### src/rtl/bit_select_pkg.sv
// Shared definitions for the multi-cycle bit-utility blocks: state encoding and
// width derivations from ORDER.
package bit_select_pkg;

    typedef enum logic [1:0] {
        ST_IDLE   = 2'd0,
        ST_SEARCH = 2'd1,
        ST_DONE   = 2'd2
    } state_e;

    function automatic int word_w(input int order);
        return 1 << order;
    endfunction

    // Level counter width; ORDER = 1 still needs a one-bit register.
    function automatic int lvl_w(input int order);
        return (order > 1) ? $clog2(order) : 1;
    endfunction

endpackage

### src/rtl/bit_select_if.sv
// Request/response handshake bundle for bit_select; the master drives requests
// and takes results, the slave is the block itself.
interface bit_select_if #(
    parameter int ORDER = 3
) ();
    import bit_select_pkg::*;

    localparam int W = word_w(ORDER);

    logic             in_valid;
    logic             in_ready;
    logic [W-1:0]     in_word;
    logic [ORDER-1:0] in_rank;
    logic             out_valid;
    logic             out_ready;
    logic [ORDER-1:0] out_pos;
    logic             out_none;

    modport master (
        output in_valid, in_word, in_rank, out_ready,
        input  in_ready, out_valid, out_pos, out_none
    );

    modport slave (
        input  in_valid, in_word, in_rank, out_ready,
        output in_ready, out_valid, out_pos, out_none
    );

endinterface

### src/rtl/bit_select_popcount.sv
// Combinational population count of a 2**ORDER-bit word; result is ORDER+1
// bits so an all-ones word fits.
module bit_select_popcount
    import bit_select_pkg::*;
#(
    parameter int ORDER = 3
) (
    input  logic [word_w(ORDER)-1:0] word,
    output logic [ORDER:0]           count
);

    localparam int W = word_w(ORDER);

    always_comb begin
        count = '0;
        for (int i = 0; i < W; i++) begin
            count = count + (ORDER+1)'(word[i]);
        end
    end

endmodule

### src/rtl/bit_select.sv
// Rank-to-position decoder: finds the index of the k-th set bit of a word by a
// binary search of one level per clock, with valid/ready on both sides.
module bit_select
    import bit_select_pkg::*;
#(
    parameter int ORDER = 3
) (
    input  logic         clock,
    input  logic         reset,
    bit_select_if.slave  bus
);

    localparam int W  = word_w(ORDER);
    localparam int LW = lvl_w(ORDER);

    state_e           state_q, state_d;
    logic [W-1:0]     win_q, win_d;
    logic [ORDER-1:0] rem_q, rem_d;
    logic [ORDER-1:0] base_q, base_d;
    logic [LW-1:0]    level_q, level_d;
    logic             none_q, none_d;

    logic [ORDER:0]   in_cnt;
    logic [ORDER:0]   low_cnt;
    logic [W-1:0]     low_mask;
    logic [W-1:0]     low_word;
    logic [ORDER-1:0] half;
    logic             take_low;
    logic             last_step;
    logic             accept;

    bit_select_popcount #(.ORDER(ORDER)) u_pc_in (
        .word  (bus.in_word),
        .count (in_cnt)
    );

    bit_select_popcount #(.ORDER(ORDER)) u_pc_low (
        .word  (low_word),
        .count (low_cnt)
    );

    always_comb begin
        half     = ORDER'(1) << level_q;
        low_mask = '0;
        for (int i = 0; i < W; i++) begin
            if (i < int'(half)) low_mask[i] = 1'b1;
        end
        low_word  = win_q & low_mask;
        take_low  = {1'b0, rem_q} < low_cnt;
        last_step = (level_q == '0);
    end

    assign accept = bus.in_valid & bus.in_ready;

    // State register
    always_ff @(posedge clock or posedge reset) begin
        if (reset) begin
            state_q <= ST_IDLE;
            win_q   <= '0;
            rem_q   <= '0;
            base_q  <= '0;
            level_q <= '0;
            none_q  <= 1'b0;
        end else begin
            state_q <= state_d;
            win_q   <= win_d;
            rem_q   <= rem_d;
            base_q  <= base_d;
            level_q <= level_d;
            none_q  <= none_d;
        end
    end

    // A none request still dwells one cycle in SEARCH (with the search
    // suppressed) so its result appears one edge after the accept.
    always_comb begin
        state_d = state_q;
        case (state_q)
            ST_IDLE:   if (accept) state_d = ST_SEARCH;
            ST_SEARCH: if (none_q || last_step) state_d = ST_DONE;
            ST_DONE:   if (bus.out_ready) state_d = accept ? ST_SEARCH : ST_IDLE;
            default:   state_d = ST_IDLE;
        endcase
    end

    always_comb begin
        win_d   = win_q;
        rem_d   = rem_q;
        base_d  = base_q;
        level_d = level_q;
        none_d  = none_q;
        if (accept) begin
            win_d   = bus.in_word;
            rem_d   = bus.in_rank;
            base_d  = '0;
            level_d = LW'(ORDER - 1);
            none_d  = (in_cnt <= {1'b0, bus.in_rank});
        end else if (state_q == ST_SEARCH && !none_q) begin
            if (take_low) begin
                win_d = low_word;
            end else begin
                // rem >= c here, so c fits in ORDER bits and cannot underflow
                rem_d  = rem_q - low_cnt[ORDER-1:0];
                base_d = base_q + half;
                win_d  = win_q >> half;
            end
            if (!last_step) level_d = level_q - 1'b1;
        end
    end

    // Outputs
    always_comb begin
        bus.in_ready  = (state_q == ST_IDLE) | ((state_q == ST_DONE) & bus.out_ready);
        bus.out_valid = (state_q == ST_DONE);
        bus.out_pos   = base_q;
        bus.out_none  = none_q;
    end

endmodule

### src/flat_wrapper.sv
// flat-port wrapper written by rule: the top's interface ports become plain ports
module bit_select_flat import bit_select_pkg::*;
#(
    parameter int ORDER = 3
)
  (clock, reset, bus_in_valid, bus_in_word, bus_in_rank, bus_out_ready, bus_in_ready, bus_out_valid, bus_out_pos, bus_out_none);
  bit_select_if #(.ORDER(ORDER)) bus_i ();
  input  logic clock;
  input  logic reset;
  input wire logic [$bits(bus_i.in_valid)-1:0] bus_in_valid;
  input wire logic [$bits(bus_i.in_word)-1:0] bus_in_word;
  input wire logic [$bits(bus_i.in_rank)-1:0] bus_in_rank;
  input wire logic [$bits(bus_i.out_ready)-1:0] bus_out_ready;
  output wire logic [$bits(bus_i.in_ready)-1:0] bus_in_ready;
  output wire logic [$bits(bus_i.out_valid)-1:0] bus_out_valid;
  output wire logic [$bits(bus_i.out_pos)-1:0] bus_out_pos;
  output wire logic [$bits(bus_i.out_none)-1:0] bus_out_none;
  assign bus_i.in_valid = bus_in_valid;
  assign bus_i.in_word = bus_in_word;
  assign bus_i.in_rank = bus_in_rank;
  assign bus_i.out_ready = bus_out_ready;
  assign bus_in_ready = bus_i.in_ready;
  assign bus_out_valid = bus_i.out_valid;
  assign bus_out_pos = bus_i.out_pos;
  assign bus_out_none = bus_i.out_none;
  bit_select #(.ORDER(ORDER)) u_core (.clock(clock), .reset(reset), .bus(bus_i));
endmodule
### config.mk
export PLATFORM = sky130hd
export DESIGN_NAME = bit_select_flat
export DESIGN_NICKNAME = d
export VERILOG_FILES = /design/src/rtl/bit_select_pkg.sv /design/src/rtl/bit_select_if.sv /design/src/rtl/bit_select_popcount.sv /design/src/rtl/bit_select.sv /design/src/flat_wrapper.sv
export SDC_FILE = /design/constraint.sdc
export NUM_CORES = 1
export LEC_CHECK = 0
export ABC_AREA = 1
export CAP_MARGIN = 20
export CORE_UTILIZATION = 56
export DETAILED_ROUTE_END_ITERATION = 10
export GPL_TIMING_DRIVEN = 0
export PLACE_DENSITY = 0.88
export SYNTH_ARGS = -nofsm -noshare
export SYNTH_HDL_FRONTEND = slang
export SYNTH_SLANG_ARGS = --single-unit
### constraint.sdc
create_clock -name clock -period 5.95 [get_ports clock]
set_input_delay 1.19 -clock clock [delete_from_list [all_inputs] [get_ports clock]]
set_output_delay 1.19 -clock clock [all_outputs]
set_load 0.01 [all_outputs]
Word-level counts from Yosys, hierarchy flattened
Cells that the tools add are included.
Widths: inputs -> output; s select.
{"block": "word_totals", "output_inout_bits": 6, "wordCells": 78, "regBits": 19, "inputBits": 15}
{"block": "op_classes", "shifts": 2, "eq_ne": 7, "n_addsub": 17, "muxes": 24, "n_reduce_logical": 9, "bitwise_logic": 4, "order_cmp": 9}
{"operator": "$add 4x1->4", "n": 8}
{"operator": "$mux 8", "n": 3}
{"operator": "$mux 3", "n": 6}
{"operator": "$mux 2", "n": 6}
{"operator": "$lt 3x3->1 const A", "n": 3}
{"operator": "$add 3x1->4", "n": 2}
{"operator": "$and 8x7->8", "n": 1}
{"operator": "$mux 1", "n": 8}
{"operator": "$shr 8x3->8", "n": 1}
{"operator": "$add 2x1->3", "n": 2}
{"operator": "$lt 1x3->1 const A", "n": 2}
{"operator": "$lt 2x3->1 const A", "n": 2}
{"operator": "$ne 2x2->1 const B", "n": 3}
{"operator": "$pmux 2 s3", "n": 1}
{"operator": "$add 1x1->2", "n": 2}
{"operator": "$le 4x3->1", "n": 1}
{"operator": "$logic_not 2->1", "n": 2}
{"operator": "$lt 3x4->1", "n": 1}
{"operator": "$ne 2x1->1 const B", "n": 2}
{"operator": "$reduce_and 2->1", "n": 2}
{"operator": "$add 3x3->3", "n": 1}
{"operator": "$reduce_and 3->1", "n": 1}
{"operator": "$shl 1x2->3 const A", "n": 1}
{"operator": "$sub 3x3->3", "n": 1}
{"operator": "other kinds (9)", "n": 10}

Longest topological paths before layout
Gate-level depths: netlist of the first run.
{"block": "depth", "depth_word": 15, "ltp_mapped": 19, "ltp_nobuf": 18}

Cells and area by module
Synthesis of the first run repeated with hierarchy kept, for this count alone.
{"block": "hier_totals", "hier_cells": 280, "hier_area_um2": 1941.9}
{"module": "bit_select", "instances": 1, "area_per_inst_um2": 1584.0, "seq_area_each_um2": 475.5, "cells_each": 234}
{"module": "bit_select_popcount", "instances": 2, "area_per_inst_um2": 178.9, "seq_area_each_um2": 0.0, "cells_each": 23}

Worst setup path before layout of the first run
OpenSTA, ideal clock, no wires.
{"block": "synth_timing", "path_kind": "register to register", "from": "register u_core.level_q[0]", "to": "register u_core.rem_q[0]", "required_ps": 5819, "path_slack_ps": 1600, "t_arrival_ps": 4219, "path_stages_with_launch": 17, "path_buffers": 1, "synth_period_minus_slack_ps": 4350, "setup_ps": 131, "cell_sequence": "dfrtp_1 inv_1 ha_1 buf_2 nand2_1 fa_1 inv_1 fa_1 fa_1 inv_1 fa_1 fa_1 fa_1 inv_1 o21ai_2 o211ai_1 o21ai_0"}
{"block": "synth_via", "elab_chain_cells": 15, "word_cells_on_any_way": 30, "classes_between": "add/sub: 8; order compare: 8; eq/ne: 1; shift: 1; mux: 10; bitwise: 1; reduce/logical: 1"}
{"element": "start: declaration", "line": "bit_select.sv:20", "rtl": "logic [LW-1:0] level_q, level_d;"}
{"element": "start signal: assignment", "line": "bit_select.sv:69", "rtl": "level_q <= level_d;"}
{"element": "$shl 1x2->3 (*)", "line": "bit_select.sv:43", "rtl": "half = ORDER'(1) << level_q;"}
{"element": "$lt 1x3->1", "line": "bit_select.sv:46", "rtl": "if (i < int'(half)) low_mask[i] = 1'b1;"}
{"element": "$mux 1", "line": "bit_select.sv:46"}
{"element": "$and 8x7->8 (*)", "line": "bit_select.sv:48", "rtl": "low_word = win_q & low_mask;"}
{"element": "$add 1x1->2", "line": "bit_select_popcount.sv:17", "rtl": "count = count + (ORDER+1)'(word[i]);"}
{"element": "$add 2x1->3", "line": "bit_select_popcount.sv:17"}
{"element": "$add 3x1->4", "line": "bit_select_popcount.sv:17"}
{"element": "$add 4x1->4 (2 in a row)", "line": "bit_select_popcount.sv:17"}
{"element": "$add 4x1->4 (*) (2 in a row)", "line": "bit_select_popcount.sv:17"}
{"element": "$sub 3x3->3", "line": "bit_select.sv:103", "rtl": "rem_d = rem_q - low_cnt[ORDER-1:0];"}
{"element": "$mux 3", "line": "bit_select.sv:99", "rtl": "if (take_low) begin"}
{"element": "$mux 3", "line": "bit_select.sv:98", "rtl": "end else if (state_q == ST_SEARCH && !none_q) begin"}
{"element": "$mux 3", "line": "bit_select.sv:92", "rtl": "if (accept) begin"}
{"element": "end signal: assignment", "line": "bit_select.sv:67", "rtl": "rem_q <= rem_d;"}
{"element": "end: declaration", "line": "bit_select.sv:18", "rtl": "logic [ORDER-1:0] rem_q, rem_d;"}
Every way passes the cells marked *; elsewhere a longest branch is shown, timed or not. The select of a mux whose other input is x is not followed.
A chain may end at the register's enable or synchronous reset.

Worst setup path in the final report of the first run
Ends and elaborated chain as after synthesis.

==> implementation parameters, run 1 <==
Parameter                              Value

Worst setup path
  Biggest fanout along the worst timing path    10
  Slowest cell on crit path    fa_1
  Delay of the slowest cell on the worst path    ~0.5 ns
  Endpoint arrival time on the critical path    ~5.1 ns
  Slack of the worst reg-to-reg path    1.02 ns
  Worst Path Required    between 6 and 7 ns
  Crit path kind    reg2reg
  Type of destination of the critical path    flip-flop
  Startpoint type of the worst setup path    flip-flop
  Chain of cells forming the critical path    inv_1 > ha_1 > buf_2 > nand2_1 > fa_1 > inv_1 > fa_1 > fa_1 > inv_1 > fa_1 > fa_1 > fa_1 > inv_1 > o21ai_2 > o211ai_1 > o21ai_0
  Critical path's most frequent cell    fa_1

Floorplanning
  Die outline area    3460 um2
  Initial Util    about three fifths
  FP Rows    20
  I/O pin count    21
  Die outline height    just under 60 um
  Core Area    about 3100 um2
  Die width    about 59 um

Clocking
  Number of buffers added to fix hold violations after cts    0
  Clock latency on the worst-skew pair    between 0.3 and 0.4 ns
  Number of buffers inserted by post-CTS setup repair    0
  TritonCTS Buffers    3
  Clock Tree Root    clkbuf_4
  # H-tree levels    1
  Clock transition at the register clock pins on the worst setup and hold paths after CTS    0.13 ns
  Buffers from clock root to sink, at most    2
  TritonCTS Sinks    19
  Resized Gates After CTS    0
  CTS tree    done

Synthesis
  YS warnings    0
  Fraction of synthesized cell area in xor and xnor cells    about 1.5%
  Largest family of logic cells by synthesized area    simple AND/OR/NAND/NOR gates
  Post-synth EDFFs    0
  Flops & latches, synth    19
  Fraction of the mapped netlist area in simple logic gates    between 30% and 40%
  Nets in the synthesized netlist    299
  Synth Area in Compound Gates    under 10%
  Mux contribution to synthesized area    0%
  Number of cells produced by synthesis    approximately 260
  Unique cell type count in the Yosys netlist    27
  Post-synthesis share of cell area spent on full adders, half adders and majority gates    21.4%
  Area of the mapped netlist    between 1500 and 2000 um2
  Most frequently used flop master after synthesis    dfrtp_1
  Sequential element share of the synthesized area    a little over a quarter
  Post-Syn Area per Cell    ~7 um2
  Ys async rst share    100%

Routing
  Post-detailed-routing wire length    4090 um
  DRC violation count after routing    0
  Total via count in the routed design    1658
  Via/cell ratio    around 5.1
  Number of nets still failing antenna checks after routing    0
  Wirelength per Cell    ~12 um
  Number of DRC markers after the initial detailed-route iteration    89
  Detailed-routing iteration count for the pre-antenna-repair pass    4

Global route
  Global route overflow    0
  Antenna violations before repair    0
  Maximum number of pins on one net before global-route repair    20
  Wire length of the first global-routing pass    7120 um
  GRT Util Overall    27.7%
  Number of global-route vias before repair    approximately 1600

Finish
  Synth-to-Final Area Change    15.8%
  Final net count    around 320
  Leading cell types in the layout, fill and taps excluded    79 x nand2_1, 44 x inv_1, 31 x nor2_1
  N_diodes    0
  Commonest non-fill, non-tap cell in the layout    nand2_1
  Fraction of layout instances using a drive strength above 1    under 10%
  Fill cell total of the finished layout    around 270

Min path
  Hold Path Class    reg2reg

STA
  Min Clock Period, post-route    approximately 5 ns
  Share of the cycle needed by the critical path after routing    a little over 80%
  Hold violation count in the final report    0
  Final clock skew    between 0.01 and 0.015 ns
  Fmax achieved    0.203 GHz
  Unrepaired setup endpoints after global routing    no
  Worst-Margin Slew    around 0.75 ns
  Sum of negative setup slack    0 ns
  WHS    roughly 0.52 ns
  Count of final setup violators    0
  Worst max-slew margin expressed relative to the limit    between 40% and 50%
  Pins Over Slew Limit    0

Run status
  Status    complete, no violations

Power
  Leakage power of the design    around 1.1 nW
  Peak supply drop    roughly 0.3 mV
  Power share of the sequential group    between 20% and 30%
  Internal cell power    between 0.0005 and 0.0006 W
  Part of the total power dissipated in the clock network    between 6 and 7%
  Pwr per Cell Area    between 500 and 600 nW/um2
  Sw power    a little under 0.0006 W
  Switching Share    between 50% and 60%
  Combinational cell fraction of total power    70.3%

Place
  Final estimated routing congestion in global placement    just over 0.9
  Detail Placement HPWL    3300 um
  Count of input and output buffers    20

Flow run
  Max_cap viols    0
-- metal layers --
layer / track usage (%) / wire length (um)
met2: 47.9 / 2020
met1: 36.0 / 1820
met3: 3.30 / 191
met5: 0 / 0
met4: 8.84 / 51
-- final timing paths --
kind | startpoint | to | cells past startpoint
worst max-delay path | u_core.level_q[0]$_DFFE_PP0P_ | u_core.rem_q[0]$_DFFE_PP0P_ | 16
max in group asynchronous | reset | u_core.win_q[5]$_DFFE_PP0P_ | 2
worst max register to register | u_core.level_q[0]$_DFFE_PP0P_ | u_core.rem_q[0]$_DFFE_PP0P_ | 16
min in group asynchronous | reset | u_core.bus.out_pos[0]$_DFFE_PP0P_ | 2
worst min-delay path | u_core.state_q[1]$_DFFE_PP0P_ | u_core.state_q[1]$_DFFE_PP0P_ | 1
worst min register to register | u_core.state_q[1]$_DFFE_PP0P_ | u_core.state_q[1]$_DFFE_PP0P_ | 1
-- through the flow --
step	total power (W)	area, um2	cells	setup slack, ns	util [%]
floorplan	0.000807	1810	259	1.60	-
global placement	0.000987	2070	323	1.20	67.7
detailed placement	0.00102	2070	323	1.11	67.7
CTS	0.00110	2100	327	1.07	68.6
global route	0.00124	2100	327	0.770	68.6
finish	0.00110	2100	327	1.02	68.6
-- worst max-delay path: cells and delay by family (launching register included) --
family	cells	cell delay, ns
adder cells (fa/ha/maj)	7	2.98
buffers and inverters	5	0.81
flip-flops	1	0.44
AO/OA/AOI/OAI	3	0.44
AND/OR/NAND/NOR	1	0.13
-- cells in the mapped netlist (3+ instances only) --
master     n  area (um2)
fa_1      10         200
buf_2      3        15.0
xor2_1     3        26.3
inv_2      3        11.3
buf_4      3        22.5
dfrtp_1   19         475
inv_1     44         165
nand2_1   79         297
nor2_1    31         116
nand3_1   23         115
o21ai_0    4        20.0
ha_1      15         188
o211ai_1   6        45.0
-- cell families (layout without fill, tap and decap cells) --
logic type / Yosys count / after routing
AOI/OAI and AO/OA: 20 / 20
xor gates and xnor gates: 3 / 3
adders and majority gates: 25 / 25
buffers and inverters: 53 / 77
DFF: 19 / 19
and+or+nand+nor: 139 / 139
-- power by group through the flow --
stage,logic [W],registers (W),clock network (W)
6_report,0.000775,0.000253,0.0000747
5_1_grt,0.000897,0.000259,0.0000804
4_1_cts,0.000771,0.000251,0.0000744
3_5_place_dp,0.000765,0.000255,0
3_3_place_gp,0.000737,0.000250,0
2_1_floorplan,0.000566,0.000242,0
-- area by class of cell --
cell class	instances	area [um2]	area share [%]
multi-input cells	187	1120	53.5
flip-flops and latches	19	475	22.7
repair buffers	20	200	9.55
inverters	47	176	8.42
well taps	44	55.1	2.63
plain buffers	6	37.5	1.79
clock buffers	3	22.5	1.07
clock inverters	1	7.51	0.358
-- registers in the layout, indices dropped and copies added (netlist names) --
name                 flops
u_core.state_q           2
u_core.bus.out_none      1
u_core.level_q           2
u_core.rem_q             3
u_core.win_q             8
u_core.bus.out_pos       3
(Power assumes the default switching activity.)
==> inputs of run 2 (changes only) <==
--- a/config.mk
+++ b/config.mk
@@ -7,10 +7,10 @@
 export LEC_CHECK = 0
 export ABC_AREA = 1
 export CAP_MARGIN = 20
-export CORE_UTILIZATION = 56
+export CORE_UTILIZATION = 51
 export DETAILED_ROUTE_END_ITERATION = 10
 export GPL_TIMING_DRIVEN = 0
-export PLACE_DENSITY = 0.88
+export PLACE_DENSITY = 0.85
 export SYNTH_ARGS = -nofsm -noshare
 export SYNTH_HDL_FRONTEND = slang
 export SYNTH_SLANG_ARGS = --single-unit
==> constraint.sdc (replaced) <==
create_clock -name clock -period 4.1 [get_ports clock]
set_input_delay 0.82 -clock clock [delete_from_list [all_inputs] [get_ports clock]]
set_output_delay 0.82 -clock clock [all_outputs]
set_load 0.01 [all_outputs]
==> run 2 against run 1 <==
Against the previous run: hold slack got worse by 0.010 ns; sequential cell count did not move; critical path depth increased by 1; combinational power up 77%; clock skew down 0.011 ns; die area is 9.5% higher; power rose by 67%; maximum frequency grew 23%; routed wire length is 11% higher; critical path type unchanged; largest cell class unchanged; largest power group unchanged.
==> implementation parameters, run 2 (synthesized netlist as in run 1, its figures left out) <==
Parameter                              Value

Finish
  Finished Layout Cells    338 (+3.4%)
  Leading cell types in the layout, fill and taps excluded    72 x nand2_1, 39 x inv_1, 28 x nor2_1
  Total area of sequential cells    477 um2 (+0.26%)
  Multi-input gate area in the final layout    1250 um2 (+12%)
  Fraction of layout instances using a drive strength above 1    18.8% (+13 points)
  Commonest non-fill, non-tap cell in the layout    nand2_1
  Synth-to-Final Area Change    27.7%
  Final net count    333 (+2.8%)
  Max FFs per register    8 (unchanged)
  N_diodes    0 (unchanged)
  Largest register by flop count    u_core.win_q
  Fill cell total of the finished layout    308 (+14%)

Clocking
  Clock transition at the register clock pins on the worst setup and hold paths after CTS    0.13 ns (about the same)
  Clock latency on the worst-skew pair    0.32 ns (about the same)
  TritonCTS Sinks    19 (unchanged)
  CTS tree    done
  Clock Tree Root    clkbuf_4
  TritonCTS Buffers    3 (unchanged)
  Buffers from clock root to sink, at most    2 (unchanged)
  # H-tree levels    1 (unchanged)

STA
  WHS    0.511 ns (-0.0102 ns)
  Sum of negative setup slack    0 ns (unchanged)
  Hold violation count in the final report    0 (unchanged)
  Post-layout worst setup margin    0.0768 ns (-0.944 ns)
  Count of final setup violators    0 (unchanged)
  Worst-Margin Slew    0.780 ns (+0.0255 ns)
  Min Clock Period, post-route    4.02 ns (-0.906 ns)
  Fmax achieved    0.249 GHz (+23%)
  Final clock skew    0.00360 ns (-0.0107 ns)
  Worst max-slew margin expressed relative to the limit    48.0% (-1.7 points)
  Unrepaired setup endpoints after global routing    yes
  Pins Over Slew Limit    0 (unchanged)
  Share of the cycle needed by the critical path after routing    98.1% (+15 points)

Place
  Number of cells in the design after placement    325 (+0.62%)
  Detail Placement HPWL    3220 um (-2.4%)
  Post-placement worst setup slack    -0.355 ns (-1.46 ns)
  Final estimated routing congestion in global placement    0.881 (-3.9%)
  Count of input and output buffers    20 (unchanged)

Worst setup path
  Worst Path Required    4.33 ns (-1.83 ns)
  Cell depth of the worst flop-to-flop path    17 (+1)
  Crit path kind    reg2reg
  Biggest fanout along the worst timing path    6 (-4)
  Startpoint type of the worst setup path    flip-flop
  Launching point of the worst reg2reg path    u_core.level_q[1]$_DFFE_PP0P_
  Endpoint arrival time on the critical path    4.25 ns (-0.89 ns)
  Capturing instance or port of the critical path    u_core.win_q[5]$_DFFE_PP0P_
  Worst Setup SP    u_core.level_q[1]$_DFFE_PP0P_
  End of the worst register-to-register path    u_core.win_q[5]$_DFFE_PP0P_
  Slack of the worst reg-to-reg path    0.08 ns (-0.94 ns)
  Type of destination of the critical path    flip-flop

Routing
  Via/cell ratio    5.16 (+1.7%)
  Wirelength per Cell    13.5 um (+7.6%)
  Post-detailed-routing wire length    4550 um (+11%)
  DRC violation count after routing    0 (unchanged)
  Detailed-routing iteration count for the pre-antenna-repair pass    4 (unchanged)
  Number of DRC markers after the initial detailed-route iteration    84 (-5.6%)
  Total via count in the routed design    1743 (+5.1%)
  Number of nets still failing antenna checks after routing    0 (unchanged)

Global route
  Busiest layer in global routing    met2
  Met2 usage in global routing    45.3% (-2.6 points)
  Grt met1 use    34.4% (-1.6 points)
  Number of global-route vias before repair    1575 (-4.1%)
  Global route overflow    0 (unchanged)
  Met3 global-route usage    2.94% (-0.36 points)
  GRT Util Overall    26.3% (-1.4 points)
  Wire length of the first global-routing pass    7140 um (+0.29%)
  Maximum number of pins on one net before global-route repair    20 (unchanged)
  Antenna violations before repair    0 (unchanged)

Flow run
  Max_cap viols    0 (unchanged)

Run status
  Status    complete, no violations

Floorplanning
  I/O pin count    21 (unchanged)
  Core Area    3360 um2 (+10%)
  Die outline area    3790 um2 (+9.5%)
  FP Rows    21 (+5.0%)
  Die outline height    61.6 um (+4.6%)
  Die width    61.6 um (+4.6%)
  Initial Util    53.8% (-5.5 points)

Power
  Pwr per Cell Area    797 nW/um2 (+52%)
  Peak supply drop    0.357 mV (+19%)
  Leakage power of the design    1.20 nW (+5.7%)

Min path
  Hold Path Class    reg2reg
-- run 2: cell types whose count changed in the layout (fill, tap and decap cells not counted), moves of 4 or more --
cell / before / now
buf_4: 3 / 13
nand2_1: 79 / 72
ha_1: 15 / 11
nand3_2: 1 / 6
nand2_4: 0 / 4
inv_1: 44 / 39
nand3_1: 23 / 18
-- run 2: power breakdown --
part | leakage (nW) | total [W] | switching (W) | internal, W
Sequential | 0.232 | 0.000369 | 0.0000891 | 0.000280
Combinational | 0.956 | 0.00137 | 0.000791 | 0.000575
Clock | 0.0139 | 0.000109 | 0.0000717 | 0.0000374
Total | 1.20 | 0.00184 | 0.000952 | 0.000892
-- run 2: what timing repair did --
action / 4_1_cts / 5_1_grt
setup endpoints to repair: 15 / 15
buffers inserted: 4 / 6
gates resized for setup: 15 / 23
pin swaps: 7 / 16
hold buffers: 0 / 0
-- run 2: cell type report --
type                            count  share of cell area [%]
Buffer                              5                    1.41
Clock buffer                        3                   0.974
Clock inverter                      1                   0.325
Inverter                           47                    7.95
Multi-Input combinational cell    187                    54.3
Sequential cell                    19                    20.6
Tap cell                           46                    2.49
Timing Repair Buffer               30                    12.0
-- run 2: worst min-delay path by stage --
| stage | start | end | slack, ns | depth (start not counted) |
|---|---|---|---|---|
| final | u_core.state_q[1]$_DFFE_PP0P_ | u_core.state_q[1]$_DFFE_PP0P_ | 0.51 | 1 |
| after global routing | u_core.state_q[1]$_DFFE_PP0P_ | u_core.state_q[1]$_DFFE_PP0P_ | 0.53 | 1 |
| after CTS | u_core.win_q[0]$_DFFE_PP0P_ | u_core.win_q[0]$_DFFE_PP0P_ | 0.50 | 2 |
| after detailed placement | u_core.win_q[0]$_DFFE_PP0P_ | u_core.win_q[0]$_DFFE_PP0P_ | 0.47 | 2 |
| after global placement | u_core.win_q[0]$_DFFE_PP0P_ | u_core.win_q[0]$_DFFE_PP0P_ | 0.47 | 2 |
| after floorplan | u_core.win_q[0]$_DFFE_PP0P_ | u_core.win_q[0]$_DFFE_PP0P_ | 0.45 | 2 |
-- run 2: worst max-delay path: stages (launching register included) --
cell     delay (ns)
dfrtp_2        0.46
ha_2           0.19
nor2_4         0.12
inv_2          0.05
fa_1           0.52
inv_1          0.05
fa_1           0.46
fa_2           0.35
inv_2          0.06
fa_1           0.43
fa_2           0.36
fa_2           0.41
nand2_2        0.13
inv_4          0.07
nand2_4        0.07
nor2_1         0.04
nor2_1         0.11
nor2_1         0.05
-- run 2: routing by layer --
layer / wire length [um] / vias up
met5: 0 / -
met1: 1880 / 799
met4: 155 / 0
li1: - / 864
met2: 2320 / 62
met3: 186 / 18
-- run 2: through the flow --
step	util, %	instance area, um2	power [W]
global route	68.8	2310	0.00205
global placement	62.1	2090	0.00146
CTS	64.9	2180	0.00168
finish	68.8	2310	0.00184
floorplan	-	1830	0.00120
detailed placement	62.1	2090	0.00149
==> inputs of run 3 (changes only) <==
--- a/config.mk
+++ b/config.mk
@@ -10,7 +10,7 @@
 export CORE_UTILIZATION = 51
 export DETAILED_ROUTE_END_ITERATION = 10
 export GPL_TIMING_DRIVEN = 0
-export PLACE_DENSITY = 0.85
+export PLACE_DENSITY = 0.88
 export SYNTH_ARGS = -nofsm -noshare
 export SYNTH_HDL_FRONTEND = slang
 export SYNTH_SLANG_ARGS = --single-unit
==> run 3 against run 2 <==
Against the previous run: the run now ends with negative setup slack left; sequential cell count stayed put; critical endpoint is now u_core.win_q[4]$_DFFE_PP0P_; register-to-register slack got worse by 0.09 ns; sequential power hardly changed; clock-buffer cell count unchanged; first-iteration DRC count grew 93%.
==> implementation parameters, run 3 (synthesized netlist as in run 1, its figures left out) <==
Parameter                              Value

Floorplanning
  Initial Util    53.8% (unchanged)
  FP Rows    21 (unchanged)
  Die outline height    61.6 um (unchanged)
  Core Area    3360 um2 (unchanged)
  Die outline area    3790 um2 (unchanged)
  I/O pin count    21 (unchanged)
  Die width    61.6 um (unchanged)

Finish
  Leading cell types in the layout, fill and taps excluded    74 x nand2_1, 40 x inv_1, 30 x nor2_1
  Final net count    335 (+0.60%)
  Fraction of layout instances using a drive strength above 1    18.0% (-0.81 points)
  Max FFs per register    8 (unchanged)
  Fin util    68.8% (+0.074 points)
  Commonest non-fill, non-tap cell in the layout    nand2_1
  N_diodes    0 (unchanged)
  Synth-to-Final Area Change    27.9%
  Finished Layout Cells    340 (+0.59%)
  Largest register by flop count    u_core.win_q

Clocking
  Clock latency on the worst-skew pair    0.32 ns (about the same)
  TritonCTS Sinks    19 (unchanged)
  Buffers from clock root to sink, at most    2 (unchanged)
  Clock Tree Root    clkbuf_4
  CTS tree    done
  # H-tree levels    1 (unchanged)
  Number of buffers added to fix hold violations after cts    0 (unchanged)
  TritonCTS Buffers    3 (unchanged)
  Clock transition at the register clock pins on the worst setup and hold paths after CTS    0.12 ns (about the same)

Worst setup path
  Worst Path Required    4.33 ns (about the same)
  Endpoint arrival time on the critical path    4.34 ns (+0.09 ns)
  Type of destination of the critical path    flip-flop
  Biggest fanout along the worst timing path    6 (unchanged)
  Startpoint type of the worst setup path    flip-flop
  Crit path kind    reg2reg
  Slack of the worst reg-to-reg path    -0.02 ns (-0.09 ns)

Routing
  Post-detailed-routing wire length    4720 um (+3.7%)
  Total via count in the routed design    1789 (+2.6%)
  DRC violation count after routing    0 (unchanged)
  Wirelength per Cell    13.9 um (+3.1%)
  Detailed-routing iteration count for the pre-antenna-repair pass    4 (unchanged)
  Number of nets still failing antenna checks after routing    0 (unchanged)
  Via/cell ratio    5.26 (+2.0%)
  Number of DRC markers after the initial detailed-route iteration    162 (+93%)

STA
  Fmax achieved    0.243 GHz (-2.3%)
  Final clock skew    0.00136 ns (-0.00224 ns)
  Worst-Margin Slew    0.736 ns (-0.0437 ns)
  Hold violation count in the final report    0 (unchanged)
  Pins Over Slew Limit    0 (unchanged)
  Share of the cycle needed by the critical path after routing    100% (+2.3 points)
  Post-layout worst setup margin    -0.0179 ns (-0.0947 ns)
  Count of final setup violators    3 (+3)
  Unrepaired setup endpoints after global routing    yes
  Min Clock Period, post-route    4.12 ns (+0.0947 ns)
  Worst max-slew margin expressed relative to the limit    50.9% (+2.9 points)

Min path
  Hold Path Class    reg2reg

Global route
  Antenna violations before repair    0 (unchanged)
  Wire length of the first global-routing pass    7110 um (-0.48%)
  Number of global-route vias before repair    1607 (+2.0%)
  Maximum number of pins on one net before global-route repair    20 (unchanged)
  Global route overflow    0 (unchanged)
  GRT Util Overall    26.0% (-0.32 points)

Flow run
  Max_cap viols    0 (unchanged)

Place
  Final estimated routing congestion in global placement    0.868 (-1.5%)
  Detail Placement HPWL    3260 um (+1.4%)
  Count of input and output buffers    20 (unchanged)
  Number of cells in the design after placement    325 (unchanged)

Power
  Post-layout power    0.00188 W (+2.0%)
  Pwr per Cell Area    812 nW/um2 (+1.9%)
  Leakage power of the design    1.21 nW (+1.1%)
  Peak supply drop    0.405 mV (+14%)

Run status
  Status    complete, but fails checks
  Violations in the final reports    negative setup slack
run 3: critical path, cell delays in order (launching register included):
cell,delay [ns]
dfrtp_1,0.43
ha_2,0.20
nor2_2,0.14
inv_1,0.08
fa_1,0.54
inv_1,0.06
fa_1,0.48
fa_2,0.35
inv_2,0.06
fa_1,0.44
fa_2,0.37
fa_2,0.41
nand2_2,0.11
inv_4,0.06
nand2_4,0.06
nor2_1,0.04
nor2_1,0.12
nor2_1,0.06
run 3: timing repair:
action                     4_1_cts  5_1_grt
setup endpoints to repair       14       15
resized for setup               11       21
setup buffers                    9        3
pin swaps                        9       12
run 3: cell type report:
cell class                 count  area [um2]
multi-input combinational    187        1230
fill                         275        1050
sequential                    19         477
timing repair buffer          32         299
inverter                      47         184
tap                           46        57.6
buffer                         5        32.5
clock buffer                   3        22.5
clock inverter                 1        7.51
run 3: final timing paths:
path | start | end | cells after the start
setup / recovery | u_core.level_q[0]$_DFFE_PP0P_ | u_core.win_q[4]$_DFFE_PP0P_ | 17
hold / removal | u_core.win_q[0]$_DFFE_PP0P_ | u_core.win_q[0]$_DFFE_PP0P_ | 2
setup reg to reg | u_core.level_q[0]$_DFFE_PP0P_ | u_core.win_q[4]$_DFFE_PP0P_ | 17
hold reg to reg | u_core.win_q[0]$_DFFE_PP0P_ | u_core.win_q[0]$_DFFE_PP0P_ | 2
max in group asynchronous | reset | u_core.level_q[1]$_DFFE_PP0P_ | 2
min in group asynchronous | reset | u_core.win_q[3]$_DFFE_PP0P_ | 2
run 3: per-stage QoR:
step	hold slack, ns	TNS (ns)	setup slack (ns)	cell area, um2
after CTS	0.506	0	0.00216	2220
after global routing	0.548	-0.789	-0.126	2310
final	0.507	-0.0487	-0.0179	2310
after global placement	0.477	-3.02	-0.264	2090
after detailed placement	0.477	-4.10	-0.328	2090
after floorplan	0.449	0	0.000109	1830
run 3: layer usage:
| metal | track usage, % | up-vias | part of all wire, % |
|---|---|---|---|
| met1 | 33.7 | 822 | 41 |
| met5 | 0 | - | 0 |
| met3 | 3.57 | 18 | 5.1 |
| li1 | - | 871 | - |
| met2 | 43.9 | 78 | 51 |
| met4 | 10.2 | 0 | 2.9 |
run 3: power breakdown:
part	total (W)	switching (W)	internal, W
Clock	0.000109	0.0000713	0.0000374
Sequential	0.000370	0.0000903	0.000279
Combinational	0.00140	0.000809	0.000592
Total	0.00188	0.000971	0.000909
